==> config.mk <==
export PLATFORM = sky130hd
export DESIGN_NAME = wc_tile_loader_flat
export DESIGN_NICKNAME = d
export VERILOG_FILES = /design/src/rtl/wc_pkg.sv /design/src/rtl/wc_tile_loader_if.sv /design/src/rtl/wc_tile_shiftreg.sv /design/src/rtl/wc_tile_loader.sv /design/src/flat_wrapper.sv
export SDC_FILE = /design/constraint.sdc
export NUM_CORES = 1
export LEC_CHECK = 0
export CORE_MARGIN = 4
export CORE_UTILIZATION = 50
export DETAILED_ROUTE_END_ITERATION = 6
export PLACE_DENSITY = 0.88
export RECOVER_POWER = 100
export REMOVE_ABC_BUFFERS = 1
export SYNTH_ARGS = -nofsm -noshare
export SYNTH_HDL_FRONTEND = slang
export SYNTH_SLANG_ARGS = --single-unit
==> constraint.sdc <==
create_clock -name clk -period 8.65 [get_ports clk]
set_input_delay 1.2975 -clock clk [delete_from_list [all_inputs] [get_ports clk]]
set_output_delay 1.2975 -clock clk [all_outputs]
set_load 0.03 [all_outputs]
==> src/rtl/wc_pkg.sv <==
`default_nettype none
// ============================================================================
//  Module      : wc_pkg
//  Description : Shared constants and FSM state type for the Winograd F(6,4)
//                tile loader front end.
//  Revision    : 1.0  initial release
// ============================================================================
package wc_pkg;

    localparam int WC_W      = 10;              // sample width
    localparam int WC_M      = 6;               // outputs per tile == stride
    localparam int WC_R      = 4;               // filter taps
    localparam int WC_T      = WC_M + WC_R - 1; // tile length (9)
    localparam int WC_OVL    = WC_R - 1;        // samples carried between tiles
    localparam int WC_TILE_W = WC_W * WC_T;
    localparam int WC_FILL_W = 4;

    typedef enum logic [1:0] {
        FILL = 2'd0,
        PAD  = 2'd1,
        HOLD = 2'd2
    } wc_state_e;

endpackage : wc_pkg
`default_nettype wire

==> src/rtl/wc_tile_loader_if.sv <==
`default_nettype none
// ============================================================================
//  Module      : wc_tile_loader_if
//  Description : Sample-in / tile-out handshake bundle of the tile loader.
//  Revision    : 1.0  initial release
// ============================================================================
interface wc_tile_loader_if;
    import wc_pkg::*;

    logic [WC_W-1:0]      s_data;
    logic                 s_valid;
    logic                 s_last;
    logic                 s_ready;
    logic [WC_TILE_W-1:0] D;
    logic                 d_valid;
    logic                 d_last;
    logic                 d_ready;

    // Environment side: sample source and tile consumer
    modport master (
        output s_data, s_valid, s_last, d_ready,
        input  s_ready, D, d_valid, d_last
    );

    // Loader side
    modport slave (
        input  s_data, s_valid, s_last, d_ready,
        output s_ready, D, d_valid, d_last
    );

endinterface : wc_tile_loader_if
`default_nettype wire

==> src/rtl/wc_tile_shiftreg.sv <==
`default_nettype none
// ============================================================================
//  Module      : wc_tile_shiftreg
//  Description : 9 x W tile buffer with indexed write, shift-by-stride, clear.
//  Revision    : 1.0  initial release
// ============================================================================
module wc_tile_shiftreg
    import wc_pkg::*;
(
    input  logic                 clk,
    input  logic                 rst,
    input  logic                 i_wr_en,
    input  logic [WC_FILL_W-1:0] i_wr_idx,
    input  logic [WC_W-1:0]      i_wr_data,
    input  logic                 i_shift,
    input  logic                 i_clr,
    output logic [WC_TILE_W-1:0] o_tile
);

    logic [WC_W-1:0] r_buf [WC_T];

    always_ff @(posedge clk or posedge rst) begin
        if (rst) begin
            for (int i = 0; i < WC_T; i++) r_buf[i] <= '0;
        end else if (i_clr) begin
            for (int i = 0; i < WC_T; i++) r_buf[i] <= '0;
        end else if (i_shift) begin
            // Tail of the tile becomes the head of the next one
            for (int i = 0; i < WC_OVL; i++)    r_buf[i] <= r_buf[i+WC_M];
            for (int i = WC_OVL; i < WC_T; i++) r_buf[i] <= '0;
        end else if (i_wr_en) begin
            r_buf[i_wr_idx] <= i_wr_data;
        end
    end

    // Entry 0 (oldest) lands in the most significant slice
    generate
        for (genvar g = 0; g < WC_T; g++) begin : g_pack
            assign o_tile[WC_W*(WC_T-g)-1 -: WC_W] = r_buf[g];
        end
    endgenerate

endmodule : wc_tile_shiftreg
`default_nettype wire

==> src/rtl/wc_tile_loader.sv <==
`default_nettype none
// ============================================================================
//  Module      : wc_tile_loader
//  Description : Assembles overlapping 9-sample tiles (stride 6) from a sample
//                stream and presents them under a valid/ready handshake.
//  Revision    : 1.0  initial release
// ============================================================================
module wc_tile_loader
    import wc_pkg::*;
(
    input  logic              clk,
    input  logic              rst,
    wc_tile_loader_if.slave   bus
);

    localparam logic [WC_FILL_W-1:0] c_fill_full = WC_FILL_W'(WC_T);
    localparam logic [WC_FILL_W-1:0] c_fill_ovl  = WC_FILL_W'(WC_OVL);
    localparam logic [WC_FILL_W-1:0] c_fill_one  = WC_FILL_W'(1);

    wc_state_e            r_state;
    logic [WC_FILL_W-1:0] r_fill;
    logic                 r_last_f;
    logic                 r_s_ready;
    logic                 r_d_valid;
    logic                 r_d_last;

    wc_state_e            w_state_nx;
    logic [WC_FILL_W-1:0] w_fill_nx;
    logic [WC_FILL_W-1:0] w_fill_inc;
    logic                 w_last_nx;
    logic                 w_wr_en;
    logic [WC_W-1:0]      w_wr_data;
    logic                 w_shift;
    logic                 w_clr;
    logic [WC_TILE_W-1:0] w_tile;

    assign w_fill_inc = r_fill + c_fill_one;

    always_comb begin
        w_state_nx = r_state;
        w_fill_nx  = r_fill;
        w_last_nx  = r_last_f;
        w_wr_en    = 1'b0;
        w_wr_data  = '0;
        w_shift    = 1'b0;
        w_clr      = 1'b0;
        case (r_state)
            FILL: begin
                if (bus.s_valid && r_s_ready) begin
                    w_wr_en   = 1'b1;
                    w_wr_data = bus.s_data;
                    w_fill_nx = w_fill_inc;
                    if (w_fill_inc == c_fill_full) begin
                        w_state_nx = HOLD;
                        w_last_nx  = bus.s_last;
                    end else if (bus.s_last) begin
                        w_state_nx = PAD;
                    end
                end
            end
            PAD: begin
                w_wr_en   = 1'b1;
                w_fill_nx = w_fill_inc;
                if (w_fill_inc == c_fill_full) begin
                    w_state_nx = HOLD;
                    w_last_nx  = 1'b1;
                end
            end
            HOLD: begin
                if (bus.d_ready) begin
                    w_state_nx = FILL;
                    // A frame's final tile leaves nothing to overlap with
                    if (r_last_f) begin
                        w_clr     = 1'b1;
                        w_fill_nx = '0;
                        w_last_nx = 1'b0;
                    end else begin
                        w_shift   = 1'b1;
                        w_fill_nx = c_fill_ovl;
                    end
                end
            end
            default: begin
                w_state_nx = FILL;
                w_fill_nx  = '0;
                w_last_nx  = 1'b0;
            end
        endcase
    end

    // Handshake outputs are registered copies of the next-state decode
    always_ff @(posedge clk or posedge rst) begin
        if (rst) begin
            r_state   <= FILL;
            r_fill    <= '0;
            r_last_f  <= 1'b0;
            r_s_ready <= 1'b0;
            r_d_valid <= 1'b0;
            r_d_last  <= 1'b0;
        end else begin
            r_state   <= w_state_nx;
            r_fill    <= w_fill_nx;
            r_last_f  <= w_last_nx;
            r_s_ready <= (w_state_nx == FILL);
            r_d_valid <= (w_state_nx == HOLD);
            r_d_last  <= (w_state_nx == HOLD) && w_last_nx;
        end
    end

    wc_tile_shiftreg u_buf (
        .clk       (clk),
        .rst       (rst),
        .i_wr_en   (w_wr_en),
        .i_wr_idx  (r_fill),
        .i_wr_data (w_wr_data),
        .i_shift   (w_shift),
        .i_clr     (w_clr),
        .o_tile    (w_tile)
    );

    assign bus.s_ready = r_s_ready;
    assign bus.D       = w_tile;
    assign bus.d_valid = r_d_valid;
    assign bus.d_last  = r_d_last;

endmodule : wc_tile_loader
`default_nettype wire
==> src/flat_wrapper.sv <==
// flat-port wrapper written by rule: the top's interface ports become plain ports
module wc_tile_loader_flat import wc_pkg::*;
  (clk, rst, bus_s_data, bus_s_valid, bus_s_last, bus_d_ready, bus_s_ready, bus_D, bus_d_valid, bus_d_last);
  wc_tile_loader_if bus_i ();
  input  logic clk;
  input  logic rst;
  input wire logic [$bits(bus_i.s_data)-1:0] bus_s_data;
  input wire logic [$bits(bus_i.s_valid)-1:0] bus_s_valid;
  input wire logic [$bits(bus_i.s_last)-1:0] bus_s_last;
  input wire logic [$bits(bus_i.d_ready)-1:0] bus_d_ready;
  output wire logic [$bits(bus_i.s_ready)-1:0] bus_s_ready;
  output wire logic [$bits(bus_i.D)-1:0] bus_D;
  output wire logic [$bits(bus_i.d_valid)-1:0] bus_d_valid;
  output wire logic [$bits(bus_i.d_last)-1:0] bus_d_last;
  assign bus_i.s_data = bus_s_data;
  assign bus_i.s_valid = bus_s_valid;
  assign bus_i.s_last = bus_s_last;
  assign bus_i.d_ready = bus_d_ready;
  assign bus_s_ready = bus_i.s_ready;
  assign bus_D = bus_i.D;
  assign bus_d_valid = bus_i.d_valid;
  assign bus_d_last = bus_i.d_last;
  wc_tile_loader u_core (.clk(clk), .rst(rst), .bus(bus_i));
endmodule
==> impl_metrics.xml, run 1 <==
<?xml version="1.0" encoding="UTF-8"?>
<metrics>
  <group name="logic_synthesis">
    <metric name="number_of_warnings_issued_by_yosys" unit="">0</metric>
    <metric name="yosysMostFrequentCell" unit="">sky130_fd_sc_hd__dfrtp_1</metric>
    <metric name="post_synth_most_frequent_cells" unit="">100 x sky130_fd_sc_hd__dfrtp_1, 73 x sky130_fd_sc_hd__nand2_1, 65 x sky130_fd_sc_hd__o21ai_0, 35 x sky130_fd_sc_hd__nor2_1, 31 x sky130_fd_sc_hd__a221o_1</metric>
    <metric name="number_of_flip_flops_and_latches_in_the_synthesized_netlist" unit="">100</metric>
    <metric name="syn-instance-count" unit="">378</metric>
    <metric name="synth.top_cell.area_share" unit="">0.615</metric>
    <metric name="synth-edff-count" unit="">0</metric>
    <metric name="synth_sequential_area_ratio" unit="">0.615</metric>
    <metric name="synth.distinct_cells" unit="">40</metric>
    <metric name="postSynthAreaPerCell" unit="µm²">10.8</metric>
    <metric name="postSynth.topFlopCell" unit="">sky130_fd_sc_hd__dfrtp_1</metric>
    <metric name="mapped_cell_area" unit="µm²">4070</metric>
    <metric name="synthArstFlopShare" unit="">1.00</metric>
    <metric name="synth_area_leaders" unit="">sky130_fd_sc_hd__dfrtp_1 62%, sky130_fd_sc_hd__o21ai_0 8.0%, sky130_fd_sc_hd__a221o_1 7.6%, sky130_fd_sc_hd__nand2_1 6.7%, sky130_fd_sc_hd__nor2_1 3.2%</metric>
    <metric name="synth.largest_area_cell" unit="">sky130_fd_sc_hd__dfrtp_1</metric>
  </group>
  <group name="sta">
    <metric name="maxClockFrequency" unit="MHz">280</metric>
    <metric name="grt_setup_unrepaired" unit="">no</metric>
    <metric name="finalWorstPathRequiredPeriod" unit="ns">3.58</metric>
    <metric name="worst_slew_pin_slew" unit="ns">2.06</metric>
    <metric name="post-route-period-util" unit="">0.413</metric>
    <metric name="tns" unit="ns">0</metric>
    <metric name="maxSlewHeadroom" unit="">-0.380</metric>
    <metric name="hold_viol" unit="">0</metric>
    <metric name="finalSetupViolations" unit="">0</metric>
    <metric name="finalMaxSlewViolations" unit="">79</metric>
    <metric name="timing.clock.skew" unit="ns">0.0124</metric>
  </group>
  <group name="floorplan">
    <metric name="initial_core_util" unit="">0.521</metric>
    <metric name="dieWidth" unit="µm">98.2</metric>
    <metric name="io_pins" unit="">108</metric>
    <metric name="core-area" unit="µm²">7810</metric>
    <metric name="die-area" unit="µm²">9650</metric>
    <metric name="die_h" unit="µm">98.2</metric>
    <metric name="row_count" unit="">32</metric>
  </group>
  <group name="cells_and_area">
    <metric name="final_cells" unit="">593</metric>
    <metric name="area_occupied_by_multi_input_gates" unit="µm²">1480</metric>
    <metric name="num-fill-cells" unit="">624</metric>
    <metric name="seq_area" unit="µm²">2500</metric>
    <metric name="post_route_cells_drive_above_1_share" unit="">0.0550</metric>
    <metric name="layout_overhead_on_the_synthesized_area" unit="%">32.5</metric>
    <metric name="antenna_cells_inserted" unit="">0</metric>
    <metric name="design.final.nets" unit="">506</metric>
  </group>
  <group name="clocking">
    <metric name="cts_tree" unit="">yes</metric>
    <metric name="tritoncts_num_sinks" unit="">100</metric>
    <metric name="tritoncts.num_buffers" unit="">9</metric>
    <metric name="insertion_delay" unit="ns">0.37</metric>
    <metric name="worst_setup_hold_path_clk_slew" unit="ns">0.10</metric>
    <metric name="htree_levels" unit="">3</metric>
    <metric name="post_cts.resized_instances" unit="">0</metric>
    <metric name="post_cts.repair.setup_buffers" unit="">0</metric>
    <metric name="cts-root-to-sink-buffers" unit="">2</metric>
    <metric name="root_buffer_master" unit="">sky130_fd_sc_hd__clkbuf_8</metric>
    <metric name="cts_hold_buffers" unit="">0</metric>
  </group>
  <group name="power">
    <metric name="cellLeakagePower" unit="µW">0.00260</metric>
    <metric name="ir_drop" unit="mV">0.169</metric>
    <metric name="power.density" unit="nW/µm²">337</metric>
  </group>
  <group name="flow_run">
    <metric name="max_cap_violations" unit="">2</metric>
  </group>
  <group name="global_routing">
    <metric name="first_global_vias" unit="">3545</metric>
    <metric name="grtUsageMet1" unit="">0.335</metric>
    <metric name="grt_start_max_net_pins" unit="">56</metric>
    <metric name="gr-usage-all-layers" unit="">0.243</metric>
    <metric name="gr-usage-met3" unit="">0.0507</metric>
    <metric name="grt.busiest_layer" unit="">met2</metric>
    <metric name="grt_first_pass_wirelength" unit="µm">18700</metric>
    <metric name="grt_antenna_before_repair" unit="">0</metric>
    <metric name="grt_util_met2" unit="">0.387</metric>
    <metric name="overflow" unit="">0</metric>
  </group>
  <group name="placed_design">
    <metric name="io_buffers" unit="">107</metric>
    <metric name="placed_cells_incl_taps" unit="">577</metric>
    <metric name="gpl.final_weighted_congestion" unit="">0.881</metric>
    <metric name="dpl.hpwl" unit="µm">8070</metric>
  </group>
  <group name="route">
    <metric name="detail_route.wl_per_cell" unit="µm">19.6</metric>
    <metric name="initialDrtViolationCount" unit="">257</metric>
    <metric name="drt.antenna.violating_nets" unit="">0</metric>
    <metric name="drc_errors" unit="">0</metric>
    <metric name="dr_total_vias" unit="">3597</metric>
    <metric name="first_pass_iters" unit="">6</metric>
    <metric name="viasPerCell" unit="">6.07</metric>
    <metric name="route.final.wire_length" unit="µm">11600</metric>
  </group>
  <group name="outcome">
    <metric name="failing_checks" unit="">max-capacitance violations, max-slew violations</metric>
    <metric name="outcome" unit="">complete, but fails checks</metric>
  </group>
  <group name="hold_path">
    <metric name="min-delay-path-class" unit="">flop to flop</metric>
    <metric name="min_delay_path_depth" unit="">2</metric>
  </group>
  <group name="critical_path">
    <metric name="end_kind" unit="">flop</metric>
    <metric name="crit_type" unit="">input port to flop</metric>
    <metric name="path_max_fanout" unit="">31</metric>
    <metric name="setup.worst_path.start_class" unit="">input port</metric>
    <metric name="crit_path_arrival_time" unit="ns">3.88</metric>
    <metric name="ff2ff_path_depth" unit="">4</metric>
    <metric name="worst_ep_required_time" unit="ns">8.95</metric>
    <metric name="reg2reg_setup_slack" unit="ns">5.94</metric>
  </group>
</metrics>
[sequential cells by signal, indices dropped and copies added (netlist names)]
name and flops:
u_core.bus.d_last 1, u_core.bus.d_valid 1, u_core.bus.s_ready 1, u_core.r_fill 4, u_core.r_last_f 1, u_core.r_state 2, u_core.u_buf.o_tile 90
[per-layer routing]
metal,wire length [µm],vias up
met3,1050,31
met1,4760,1766
met2,5550,222
met5,0,-
met4,287,0
li1,-,1578
[power by group]
part           internal [µW]  leakage [µW]  switching [µW]  total, µW
clock network            109     0.0000921             172        281
registers                601       0.00138             120        721
logic                    284       0.00113             531        815
[critical path, cell delays in order]
cell and delay (ns):
sky130_fd_sc_hd__dlygate4sd3_1 0.59, sky130_fd_sc_hd__nand2_1 0.14, sky130_fd_sc_hd__nor3_1 0.31, sky130_fd_sc_hd__clkbuf_1 1.18, sky130_fd_sc_hd__a221o_1 0.35
[worst paths after layout]
| kind | start | end |
|---|---|---|
| setup / recovery | bus_d_ready | u_core.u_buf.o_tile[65] |
| hold / removal | u_core.u_buf.o_tile[48] | u_core.u_buf.o_tile[48] |
| setup reg to reg | u_core.r_state[1] | u_core.u_buf.o_tile[65] |
| hold reg to reg | u_core.u_buf.o_tile[48] | u_core.u_buf.o_tile[48] |
| max in group asynchronous | rst | u_core.u_buf.o_tile[39] |
| min in group asynchronous | rst | u_core.u_buf.o_tile[44] |
[cells by family (layout without fill, tap and decap cells)]
kind of cell | count (synthesis) | in the layout | share of synthesized area
simple gates | 139 | 139 | 0.152
compound gates | 117 | 117 | 0.197
flops | 100 | 100 | 0.615
buf+inv | 15 | 128 | 0.0160
fa+ha+maj | 5 | 5 | 0.0154
xor+xnor | 1 | 1 | 0.00215
mux | 1 | 1 | 0.00246
[layout by cell type, fill, tap and decap left out, types with 3 or more instances in the layout]
master and instances:
sky130_fd_sc_hd__dfrtp_1 100, sky130_fd_sc_hd__dlygate4sd3_1 96, sky130_fd_sc_hd__nand2_1 73, sky130_fd_sc_hd__o21ai_0 65, sky130_fd_sc_hd__nor2_1 36, sky130_fd_sc_hd__a221o_1 31
sky130_fd_sc_hd__nand3_1 12, sky130_fd_sc_hd__clkdlybuf4s50_1 11, sky130_fd_sc_hd__clkbuf_8 9, sky130_fd_sc_hd__a21oi_1 6, sky130_fd_sc_hd__ha_1 5, sky130_fd_sc_hd__nor3_1 3
[through the flow]
step                      hold slack (ns)  power, µW  instance area [µm²]  utilization  worst slack [ns]
after floorplan                     0.554       1220                 4020            -              4.73
final                               0.480       1820                 5390        0.690              5.07
after CTS                           0.496       1870                 5420        0.694              5.63
after global placement              0.464       1570                 5240        0.671              5.36
after global routing                0.517       1910                 5390        0.690              4.86
after detailed placement            0.474       1600                 5240        0.671              5.24
[layout make-up]
class	count	area share
multi-input cells	263	0.275
inverters	3	0.00232
clock buffers	9	0.0230
flip-flops and latches	100	0.464
well taps	102	0.0237
clock inverters	7	0.0109
repair buffers	109	0.201
No activity file was read; power rests on OpenSTA's default activity.
==> run 2, diff against run 1 <==
--- a/config.mk
+++ b/config.mk
@@ -6,9 +6,9 @@
 export NUM_CORES = 1
 export LEC_CHECK = 0
 export CORE_MARGIN = 4
-export CORE_UTILIZATION = 50
+export CORE_UTILIZATION = 44
 export DETAILED_ROUTE_END_ITERATION = 6
-export PLACE_DENSITY = 0.88
+export PLACE_DENSITY = 0.82
 export RECOVER_POWER = 100
 export REMOVE_ABC_BUFFERS = 1
 export SYNTH_ARGS = -nofsm -noshare
==> constraint.sdc (replaced) <==
create_clock -name clk -period 3.16 [get_ports clk]
set_input_delay 0.474 -clock clk [delete_from_list [all_inputs] [get_ports clk]]
set_output_delay 0.474 -clock clk [all_outputs]
set_load 0.03 [all_outputs]
==> run 2 against run 1 <==
  * The flow still finishes with violations (max-capacitance violations, max-slew violations)
  * First-iteration DRC count decreased by 12%
  * Cell area grew 0.46%
  * Core utilization decreased by 7.8 points
  * Global-route usage fell by 2.3 points
  * Register-to-register slack worse by 5.2 ns
  * Clock skew grew 0.0012 ns
  * Flip-flop and latch count unchanged
  * Routed wire length increased by 2.5%
  * Largest power group unchanged
  * Non-clock buffer count is the same
  * Die area is 12% higher
  * Clock power grew to 2.9 times the previous value
  * Combinational power rose to 2.7 times the previous value
==> impl_metrics.xml, run 2 (synthesis gave the netlist of run 1 again) <==
<?xml version="1.0" encoding="UTF-8"?>
<metrics>
  <group name="outcome">
    <metric name="outcome" unit="">complete, but fails checks</metric>
    <metric name="failing_checks" unit="">max-capacitance violations, max-slew violations</metric>
  </group>
  <group name="clocking">
    <metric name="insertion_delay" unit="ns">0.38</metric>
    <metric name="post_cts.resized_instances" unit="">0</metric>
    <metric name="cts_hold_buffers" unit="">0</metric>
    <metric name="tritoncts_num_sinks" unit="">100</metric>
    <metric name="cts_tree" unit="">yes</metric>
    <metric name="worst_setup_hold_path_clk_slew" unit="ns">0.10</metric>
    <metric name="tritoncts.num_buffers" unit="">9</metric>
    <metric name="htree_levels" unit="">3</metric>
    <metric name="post_cts.repair.setup_buffers" unit="">0</metric>
    <metric name="root_buffer_master" unit="">sky130_fd_sc_hd__clkbuf_8</metric>
    <metric name="cts-root-to-sink-buffers" unit="">2</metric>
  </group>
  <group name="floorplan">
    <metric name="io_pins" unit="">108</metric>
    <metric name="die-area" unit="µm²">10900</metric>
    <metric name="dieWidth" unit="µm">104</metric>
    <metric name="initial_core_util" unit="">0.460</metric>
    <metric name="row_count" unit="">34</metric>
    <metric name="die_h" unit="µm">104</metric>
    <metric name="core-area" unit="µm²">8850</metric>
  </group>
  <group name="route">
    <metric name="viasPerCell" unit="">5.94</metric>
    <metric name="drc_errors" unit="">0</metric>
    <metric name="initialDrtViolationCount" unit="">225</metric>
    <metric name="drt.antenna.violating_nets" unit="">0</metric>
    <metric name="first_pass_iters" unit="">6</metric>
    <metric name="wl_met3" unit="µm">873</metric>
    <metric name="wl_met1" unit="µm">4980</metric>
    <metric name="max_layer_used" unit="">met4</metric>
    <metric name="met2RoutedLength" unit="µm">5720</metric>
    <metric name="dr_total_vias" unit="">3561</metric>
    <metric name="route.final.wire_length" unit="µm">11900</metric>
    <metric name="detail_route.wl_per_cell" unit="µm">19.9</metric>
  </group>
  <group name="critical_path">
    <metric name="crit_path_arrival_time" unit="ns">2.79</metric>
    <metric name="cpPeakStageDelay" unit="ns">0.92</metric>
    <metric name="setup.worst_path.start_class" unit="">input port</metric>
    <metric name="path_max_fanout" unit="">10</metric>
    <metric name="end_kind" unit="">flop</metric>
    <metric name="critical_path.slowest_cell" unit="">sky130_fd_sc_hd__a31oi_1</metric>
    <metric name="worst_ep_required_time" unit="ns">3.47</metric>
    <metric name="cp_cell_sequence" unit="">dlygate4sd3_1, a21oi_1, nor2_4, a31oi_1, a221o_1</metric>
    <metric name="crit_type" unit="">input port to flop</metric>
    <metric name="cp-startpoint" unit="">bus_s_valid</metric>
    <metric name="ff2ff_path_depth" unit="">5</metric>
    <metric name="reg2reg_from" unit="">u_core.r_state[1]</metric>
  </group>
  <group name="global_routing">
    <metric name="first_global_vias" unit="">3459</metric>
    <metric name="grt_first_pass_wirelength" unit="µm">18900</metric>
    <metric name="grt_antenna_before_repair" unit="">0</metric>
    <metric name="overflow" unit="">0</metric>
    <metric name="gr-usage-all-layers" unit="">0.220</metric>
    <metric name="grt_start_max_net_pins" unit="">57</metric>
  </group>
  <group name="sta">
    <metric name="maxSlewHeadroom" unit="">-0.406</metric>
    <metric name="post-route-period-util" unit="">0.786</metric>
    <metric name="maxClockFrequency" unit="MHz">403</metric>
    <metric name="finalMaxSlewViolations" unit="">56</metric>
    <metric name="timing.clock.skew" unit="ns">0.0136</metric>
    <metric name="finalSetupViolations" unit="">0</metric>
    <metric name="grt_setup_unrepaired" unit="">no</metric>
    <metric name="tns" unit="ns">0</metric>
    <metric name="finalWorstPathRequiredPeriod" unit="ns">2.48</metric>
    <metric name="hold_viol" unit="">0</metric>
    <metric name="worst_slew_pin_slew" unit="ns">2.11</metric>
  </group>
  <group name="placed_design">
    <metric name="placed_cells_incl_taps" unit="">583</metric>
    <metric name="dpl.hpwl" unit="µm">8330</metric>
    <metric name="io_buffers" unit="">107</metric>
    <metric name="gpl.final_weighted_congestion" unit="">0.915</metric>
  </group>
  <group name="hold_path">
    <metric name="min_delay_path_depth" unit="">2</metric>
    <metric name="worst_hold_startpoint" unit="">u_core.u_buf.o_tile[31]</metric>
    <metric name="min-delay-path-class" unit="">flop to flop</metric>
  </group>
  <group name="power">
    <metric name="power.share.combinational" unit="">0.446</metric>
    <metric name="pwr-share-seq" unit="">0.393</metric>
    <metric name="power.density" unit="nW/µm²">925</metric>
    <metric name="cellLeakagePower" unit="µW">0.00262</metric>
    <metric name="clock_power_share" unit="">0.161</metric>
    <metric name="switching_power" unit="µW">2290</metric>
    <metric name="totalPowerFinal" unit="µW">5010</metric>
    <metric name="cellInternalPower" unit="µW">2730</metric>
    <metric name="p_sw_frac" unit="">0.456</metric>
    <metric name="ir_drop" unit="mV">0.499</metric>
  </group>
  <group name="cells_and_area">
    <metric name="design.final.nets" unit="">506</metric>
    <metric name="layout_overhead_on_the_synthesized_area" unit="%">33.1</metric>
    <metric name="antenna_cells_inserted" unit="">0</metric>
    <metric name="largest_register_ffs" unit="">90</metric>
    <metric name="final_cells" unit="">599</metric>
    <metric name="commonest_non_fill_non_tap_cell_in_the_layout" unit="">sky130_fd_sc_hd__dfrtp_1</metric>
    <metric name="layout.cells.most_common_list" unit="">100 x sky130_fd_sc_hd__dfrtp_1, 94 x sky130_fd_sc_hd__dlygate4sd3_1, 73 x sky130_fd_sc_hd__nand2_1, 65 x sky130_fd_sc_hd__o21ai_0, 35 x sky130_fd_sc_hd__nor2_1</metric>
    <metric name="post_route_cells_drive_above_1_share" unit="">0.0550</metric>
  </group>
  <group name="flow_run">
    <metric name="max_cap_violations" unit="">1</metric>
  </group>
</metrics>
-- run 2: worst paths after layout --
path / end / slack [ns]
max: u_core.u_buf.o_tile[65] / 0.68
min: u_core.u_buf.o_tile[31] / 0.49
max reg2reg: u_core.u_buf.o_tile[82] / 0.75
min reg2reg: u_core.u_buf.o_tile[31] / 0.49
max in group asynchronous: u_core.u_buf.o_tile[68] / 0.84
min in group asynchronous: u_core.u_buf.o_tile[41] / 1.09
-- run 2: per-stage QoR --
step	instance area (µm²)	util	setup slack (ns)	hold slack [ns]
finish	5420	0.612	0.676	0.487
global route	5420	0.612	0.414	0.510
CTS	5450	0.616	0.916	0.495
detailed placement	5260	0.594	0.593	0.470
global placement	5260	0.594	0.663	0.464
floorplan	4020	-	0.0672	0.554
-- run 2: area by class of cell --
cell class                 instances  area [µm²]
sequential                       100        2500
inverter                           3        11.3
clock inverter                     7        65.1
fill                             731        3430
clock buffer                       9         124
multi-input combinational        263        1480
tap                              108         135
timing repair buffer             109        1100
-- run 2: routing by layer --
| metal | up-vias | GRT usage |
|---|---|---|
| met5 | - | 0 |
| met4 | 0 | 0.0921 |
| met3 | 34 | 0.0484 |
| met2 | 204 | 0.341 |
| met1 | 1754 | 0.302 |
| li1 | 1569 | - |
-- run 2: worst max-delay path: cells and delay by family --
family | cells | cell delay, ns
buffers and inverters | 1 | 0.57
AOI/OAI and AO/OA | 3 | 1.60
and+or+nand+nor | 1 | 0.14
-- run 2: power by group through the flow --
| stage | Sequential, µW | Clock, µW | Combinational [µW] |
|---|---|---|---|
| 2_1_floorplan | 2590 | 0 | 744 |
| 3_3_place_gp | 1990 | 0 | 2310 |
| 3_5_place_dp | 2010 | 0 | 2370 |
| 4_1_cts | 1990 | 818 | 2380 |
| 5_1_grt | 2020 | 876 | 2370 |
| 6_report | 1970 | 806 | 2230 |
